<file path="src/rtl/pipe_ctrl_if.sv">
// Fetch-to-pipeline payload handshake.
// Fetch is the master, the pipeline sequencer is the slave.
interface pipe_ctrl_if #(
    parameter int WIDTH = 64
);
    logic             in_valid;
    logic [WIDTH-1:0] in_data;
    logic             in_ready;

    modport master (
        output in_valid,
        output in_data,
        input  in_ready
    );

    modport slave (
        input  in_valid,
        input  in_data,
        output in_ready
    );
endinterface

</file>
<file path="src/rtl/pipe_ctrl.sv">
// Generic N-stage shift pipeline with per-stage valid, hold,
// bubble insertion, younger-stage flush and perf counters.
module pipe_ctrl #(
    parameter int STAGES = 5,
    parameter int WIDTH  = 64,
    parameter int SW     = $clog2(STAGES)
) (
    input  logic                    clk,
    input  logic                    reset,
    pipe_ctrl_if.slave              fe,
    input  logic [STAGES-1:0]       hold_req,
    input  logic                    flush,
    input  logic [SW-1:0]           flush_stage,
    output logic [STAGES-1:0]       stage_valid,
    output logic [STAGES*WIDTH-1:0] stage_data,
    output logic                    retire,
    output logic [31:0]             retire_count,
    output logic [15:0]             stall_count
);

    logic [STAGES-1:0] sv;
    logic [STAGES-1:0] hv;
    logic [STAGES-1:0] hold;

    // Squash younger stages on flush, then fold holds down toward stage 0
    always_comb begin
        sv   = '0;
        hv   = '0;
        hold = '0;
        for (int i = 0; i < STAGES; i++) begin
            sv[i] = stage_valid[i] & ~(flush & (SW'(i) < flush_stage));
        end
        hv = hold_req & sv;
        for (int i = 0; i < STAGES; i++) begin
            hold[i] = |(hv & ({STAGES{1'b1}} << i));
        end
    end

    assign fe.in_ready = ~hold[0] & ~flush;
    assign retire      = sv[STAGES-1] & ~hold[STAGES-1];

    // Stage registers: hold in place, bubble, or shift from the younger stage
    always_ff @(posedge clk or negedge reset) begin
        if (!reset) begin
            stage_valid <= '0;
            stage_data  <= '0;
        end else begin
            if (hold[0]) begin
                stage_valid[0] <= sv[0];
            end else begin
                stage_valid[0]        <= fe.in_valid & fe.in_ready;
                stage_data[0+:WIDTH]  <= fe.in_data;
            end
            for (int i = 1; i < STAGES; i++) begin
                if (hold[i]) begin
                    stage_valid[i] <= sv[i];
                end else if (hold[i-1]) begin
                    stage_valid[i] <= 1'b0;
                end else begin
                    stage_valid[i] <= sv[i-1];
                    stage_data[i*WIDTH+:WIDTH] <=
                        stage_data[(i-1)*WIDTH+:WIDTH];
                end
            end
        end
    end

    // Wrapping retire counter and saturating front-end stall counter
    always_ff @(posedge clk or negedge reset) begin
        if (!reset) begin
            retire_count <= '0;
            stall_count  <= '0;
        end else begin
            if (retire) begin
                retire_count <= retire_count + 32'd1;
            end
            if (hold[0] && (stall_count != 16'hFFFF)) begin
                stall_count <= stall_count + 16'd1;
            end
        end
    end

endmodule

</file>
<file path="src/flat_wrapper.sv">
// flat-port wrapper written by rule: the top's interface ports become plain ports
module pipe_ctrl_flat 
#(
    parameter int STAGES = 5,
    parameter int WIDTH  = 64,
    parameter int SW     = $clog2(STAGES)
)
  (clk, reset, hold_req, flush, flush_stage, stage_valid, stage_data, retire, retire_count, stall_count, fe_in_valid, fe_in_data, fe_in_ready);
  pipe_ctrl_if #(.WIDTH(WIDTH)) fe_i ();
  input  logic clk;
  input  logic reset;
  input  logic [STAGES-1:0] hold_req;
  input  logic flush;
  input  logic [SW-1:0] flush_stage;
  output logic [STAGES-1:0] stage_valid;
  output logic [STAGES*WIDTH-1:0] stage_data;
  output logic retire;
  output logic [31:0] retire_count;
  output logic [15:0] stall_count;
  input wire logic [$bits(fe_i.in_valid)-1:0] fe_in_valid;
  input wire logic [$bits(fe_i.in_data)-1:0] fe_in_data;
  output wire logic [$bits(fe_i.in_ready)-1:0] fe_in_ready;
  assign fe_i.in_valid = fe_in_valid;
  assign fe_i.in_data = fe_in_data;
  assign fe_in_ready = fe_i.in_ready;
  pipe_ctrl #(.STAGES(STAGES), .WIDTH(WIDTH), .SW(SW)) u_core (.clk(clk), .reset(reset), .fe(fe_i), .hold_req(hold_req), .flush(flush), .flush_stage(flush_stage), .stage_valid(stage_valid), .stage_data(stage_data), .retire(retire), .retire_count(retire_count), .stall_count(stall_count));
endmodule
</file>
<file path="config.mk">
export PLATFORM = sky130hd
export DESIGN_NAME = pipe_ctrl_flat
export DESIGN_NICKNAME = d
export VERILOG_FILES = /design/src/rtl/pipe_ctrl_if.sv /design/src/rtl/pipe_ctrl.sv /design/src/flat_wrapper.sv
export SDC_FILE = /design/constraint.sdc
export NUM_CORES = 1
export LEC_CHECK = 0
export CAP_MARGIN = 20
export CORE_MARGIN = 2
export CORE_UTILIZATION = 48
export CTS_BUF_LIST = sky130_fd_sc_hd__clkbuf_8
export DETAILED_ROUTE_END_ITERATION = 16
export HOLD_SLACK_MARGIN = 0.1
export PLACE_DENSITY = 0.83
export SYNTH_ARGS = -nofsm -noshare
export SYNTH_HDL_FRONTEND = slang
export SYNTH_SLANG_ARGS = --single-unit
</file>
<file path="constraint.sdc">
create_clock -name clk -period 2.1 [get_ports clk]
set_input_delay 0.42 -clock clk [delete_from_list [all_inputs] [get_ports clk]]
set_output_delay 0.42 -clock clk [all_outputs]
set_load 0.01 [all_outputs]
</file>
# == Word-level counts from Yosys, hierarchy flattened ==
# Cells that the tools add are included.
# totals
regBits,373
inputBits,76
ram_bits,0
out_inout_bits,375
n_memories,0
latchBits,0
rom_bits,0
wordCells,59
# op_classes
muxes,9
div_mod_pow,0
n_mul,0
shift,0
bitwise,25
eq_ne,1
n_lt_le_gt_ge,5
addsub,2
n_reduce_logical,9
# op_table
cell,n
$add A32 B1 Y32 const B,1
$add A16 B1 Y16 const B,1
$ne A16 B16 Y1 const B,1
$and A1 B1 Y1,13
$not A1 Y1,11
$mux W1,9
$reduce_and A2 Y1,4
$lt A1 B3 Y1 const A,2
$lt A2 B3 Y1 const A,2
$and A5 B5 Y5,1
$reduce_or A5 Y1,1
$reduce_or A4 Y1,1
$lt A3 B3 Y1 const A,1
$reduce_or A3 Y1,1
$reduce_or A2 Y1,1
$logic_and A1 B1 Y1,1

# == Logic depth before layout (Yosys ltp) ==
# logic_depth
depth_word,10
mapped_depth,8

# == Worst setup path before layout ==
# No wires, ideal clock.
# synth_timing
path_kind,input to output
start,in flush
end,out fe_in_ready
required_time_ns,1.680
cell_stages,7
path_slack_ns,0.056
arrival_ns,1.624
path_buffers,3
cell_sequence,buf_2 -> o211a_4 -> a2bb2oi_4 -> nand4_1 -> buf_2 -> buf_2 -> nor2_1
# synth_between
elab_chain_len,7
# synth_rtl
element,line,rtl
from (decl),flat_wrapper.sv:13,input logic flush;
$and A1 B1 Y1,pipe_ctrl.sv:31,sv[i] = stage_valid[i] & ~(flush & (SW'(i) < flush_stage));
$not A1 Y1,pipe_ctrl.sv:31,
$and A1 B1 Y1,pipe_ctrl.sv:31,
$and A5 B5 Y5,pipe_ctrl.sv:33,hv = hold_req & sv;
$reduce_or A5 Y1,pipe_ctrl.sv:35,hold[i] = |(hv & ({STAGES{1'b1}} << i));
$not A1 Y1 (no source line),--,
$and A1 B1 Y1 *,pipe_ctrl.sv:39,assign fe.in_ready = ~hold[0] & ~flush;
to (decl),flat_wrapper.sv:22,output wire logic [$bits(fe_i.in_ready)-1:0] fe_in_ready;
# Mark *: on every way between the ends. The rest lies on a longest branch, timed or not.

# == Worst setup path in the final report ==
# layout_timing
start,reg u_core.stage_valid[3]
end,out fe_in_ready
# layout_between
elab_chain_len,5
# layout_rtl
element,line,rtl
from (decl),pipe_ctrl.sv:14,"output logic [STAGES-1:0] stage_valid,"
"from (signal, indexed assignment)",pipe_ctrl.sv:56,stage_valid[i] <= sv[i];
"from (signal, indexed assignment)",pipe_ctrl.sv:60,stage_valid[i] <= sv[i-1];
$and A1 B1 Y1,pipe_ctrl.sv:31,
$and A5 B5 Y5,pipe_ctrl.sv:33,
$reduce_or A5 Y1,pipe_ctrl.sv:35,
$not A1 Y1 (no source line),--,
$and A1 B1 Y1,pipe_ctrl.sv:39,
# No other way between the ends.

==> key figures <==
Routing
  • Detailed Route Iter0 Violations: 349
  • Avg Vias per Cell: 5.18
  • DR top layer: met5
  • DRC: 0
  • Pre-antenna DRT Iters: 6
  • ANT nets after route: 0
  • Vias after detailed routing: 9,810
  • M1 WL: 15,500 microns
  • WL met2: 19,800 microns
  • Routed len/inst: 21.2 microns
  • WL final: 40,100 microns
  • WL met3: 2590 microns

Floorplanning
  • Die Ht: 177 microns
  • Starting Density: 48.6%
  • Die width: 177 microns
  • Rows: 63
  • Number of top-level pins: 451
  • Area of the die: 31,200 sq um
  • CORE AREA: 29,500 sq um

Clock tree
  • Num CTS Buffers: 58
  • Root buf cell: clkbuf_8
  • TritonCTS clock tree: done
  • CTS sink count: 373
  • H-tree level count: 2
  • Clk Latency, worst-skew pair: 0.58 ns
  • Worst-path clk slew: 0.07 ns
  • CTS Buffer Depth: 3

Synthesis
  • Ys Warns: 0
  • EDFF count, synth: 0
  • Cell Area, Synth: 14,300 sq um
  • Synth Register Bits: 373
  • Syn Inst Count: 911
  • Post-Syn Area per Cell: 15.7 sq um
  • Netlist cell types: 35
  • Register area share after synthesis: 65.2%
  • Synth Net Count: 989
  • Ys flop type: dfrtp_1
  • Ys async rst share: 100%

Worst setup path
  • Crit path buffers/inverters: 1
  • Reg2reg path depth: 8
  • Crit. End Element: output pin
  • Req. time, crit path: 1.68 ns
  • R2r setup slk: 0.10 ns
  • Worst reg2reg endpoint: u_core.stage_data[9]$_DFFE_PN0N_
  • Kind of critical path: reg2out
  • Worst path max stage delay: 0.39 ns
  • Critical Path Fanout Max: 2
  • Delay-heaviest family, CP: flip-flops
  • CP cell instances: a21boi_4 > a2bb2oi_4 > nand4_1 > nor2_1 > buf_2
  • Cell count along the critical path: 5
  • Reg2reg start: u_core.stage_valid[3]$_DFF_PN0_
  • Startpoint types: flop
  • Critical Path AT: 1.68 ns
  • Crit-path slowest cell: dfrtp_1

Global routing
  • Vias in the first global route: 10.4k
  • Total Routing Usage GR: 25.0%
  • First-pass GRT wire length: 60,200 microns
  • Largest net degree at the start of global routing: 77
  • Initial antenna violation count: 2
  • Overflow after GRT: 0

Placement
  • Placed Instances: 1,776
  • Placed cell area: 19,900 sq um
  • GPL Wtd Cong: 0.887
  • DP Wirelength: 28,200 microns
  • Port Buffers: 450
  • Pre-CTS WS: -0.500 ns

Outcome
  • Outcome: finished clean

STA
  • Slew HR: 70.1%
  • Setup_tns: 0 ns
  • Max Slew Vio Count: 0
  • Final Hold Fails: 0
  • Final min period: 2.10 ns
  • Final setup skew: 0.0169 ns
  • Worst-Margin Slew: 0.448 ns
  • RSZ-0062 raised after global routing: yes
  • Fmax: 477 MHz
  • Fin worst setup slack: 0.00173 ns
  • Tcrit/Tclk final: 99.9%
  • Final hold slack: 0.356 ns
  • Final setup vio count: 0

Cells and area
  • Area growth from synthesis to layout: 49.0%
  • Fin cells: 1,892
  • Share of cells above drive strength 1: 26.7%
  • Fin nets: 1,535
  • Finished Core Util: 72.4%
  • Fillers: 1,889
  • Final instance area: 21,300 sq um

Hold path
  • Worst min path class: in2async

Job
  • Max-Cap Viols: 0

Power and ir drop
  • Leak Pwr: 9.08 nW
  • Max VDD drop: 0.572 mV
  • Total power: 19.7 mW
  • P per Cell Area: 925 nW/um^2
## power breakdown
| group | switching (mW) | leakage [nW] | internal, mW |
|---|---|---|---|
| combinational | 1.73 | 3.92 | 2.68 |
| clock | 2.71 | 0.708 | 3.60 |
| sequential | 0.817 | 4.45 | 8.19 |
## worst max-delay path by stage
stage	to	from	slack (ns)
finish	fe_in_ready	u_core.stage_valid[3]$_DFF_PN0_	0.002
global route	fe_in_ready	u_core.stage_valid[3]$_DFF_PN0_	-0.13
CTS	u_core.stage_data[2]$_DFFE_PN0N_	u_core.stage_valid[4]$_DFF_PN0_	-0.02
detailed placement	fe_in_ready	flush	-0.50
global placement	fe_in_ready	flush	-0.47
floorplan	fe_in_ready	flush	0.06
## kinds of logic after synthesis
kind of cell / count (synthesis) / share of synthesized area, %
multiplexers: 324 / 25.5
adder cells (fa/ha/maj): 2 / 0.175
flip-flops: 373 / 65.2
AND/OR/NAND/NOR: 110 / 4.03
XOR/XNOR: 43 / 2.63
AO/OA/AOI/OAI: 16 / 0.970
buffers and inverters: 43 / 1.49
## per-layer routing
| layer | vias to the layer above | global-route usage, % |
|---|---|---|
| met5 | - | 0 |
| met4 | 2 | 14.2 |
| met3 | 128 | 5.78 |
| met2 | 408 | 40.4 |
| met1 | 4939 | 31.1 |
| li1 | 4333 | - |
## layout by cell type, fill, tap and decap left out, types with 3 or more instances in the layout
cell / netlist / routed
and3_1: 6 / 6
buf_12: 0 / 20
buf_4: 2 / 48
clkbuf_16: 0 / 5
clkbuf_8: 0 / 80
clkdlybuf4s50_1: 0 / 441
clkinv_2: 0 / 5
dfrtp_1: 373 / 366
dfrtp_2: 0 / 7
dlygate4sd2_1: 0 / 4
inv_1: 4 / 20
mux2_1: 110 / 104
mux2_2: 214 / 215
mux2_4: 0 / 5
nand2_1: 27 / 25
nand3_1: 22 / 21
nand3b_1: 3 / 3
nand4_1: 16 / 16
nor2_1: 18 / 18
nor3_1: 5 / 5
nor4_1: 4 / 4
o21ai_0: 4 / 4
xnor2_1: 26 / 26
xor2_1: 17 / 17
## area by class of cell
type / instances / area (sq um) / area share (%)
Multi-Input combinational cell: 495 / 4830 / 22.6
Sequential cell: 373 / 9340 / 43.8
Timing Repair Buffer: 525 / 5410 / 25.3
Inverter: 4 / 15.0 / 0.0704
Antenna cell: 2 / 5.00 / 0.0235
Clock inverter: 23 / 145 / 0.680
Tap cell: 390 / 488 / 2.29
Clock buffer: 80 / 1100 / 5.16
## synthesized netlist by cell type, drive strengths merged, types with 3 or more instances
| library cell | count | area, sq um |
|---|---|---|
| inv | 4 | 15.0 |
| nand3b | 3 | 22.5 |
| o21ai | 4 | 20.0 |
| dfrtp | 373 | 9330 |
| nand4 | 16 | 100 |
| xnor2 | 26 | 228 |
| nor4 | 5 | 46.3 |
| nand2 | 27 | 101 |
| and3 | 6 | 37.5 |
| buf | 38 | 195 |
| mux2 | 324 | 3650 |
| xor2 | 17 | 149 |
| nand3 | 22 | 110 |
| nor2 | 18 | 67.6 |
| nor3 | 5 | 25.0 |
## registers in the layout, indices dropped and copies added (netlist names)
signal               cells
u_core.retire_count     32
u_core.stage_valid       5
u_core.stall_count      16
u_core.stage_data      320
## what timing repair did
| item | in CTS | in global routing |
|---|---|---|
| endpoints found under the hold margin | 37 | 0 |
| setup buffers | 4 | 3 |
| endpoints found under the setup margin | 3 | 128 |
| hold buffers | 1 | 0 |
| pin swaps | 2 | 3 |
| gates cloned | 0 | 5 |
| resized for setup | 24 | 11 |
(Power assumes the default switching activity.)
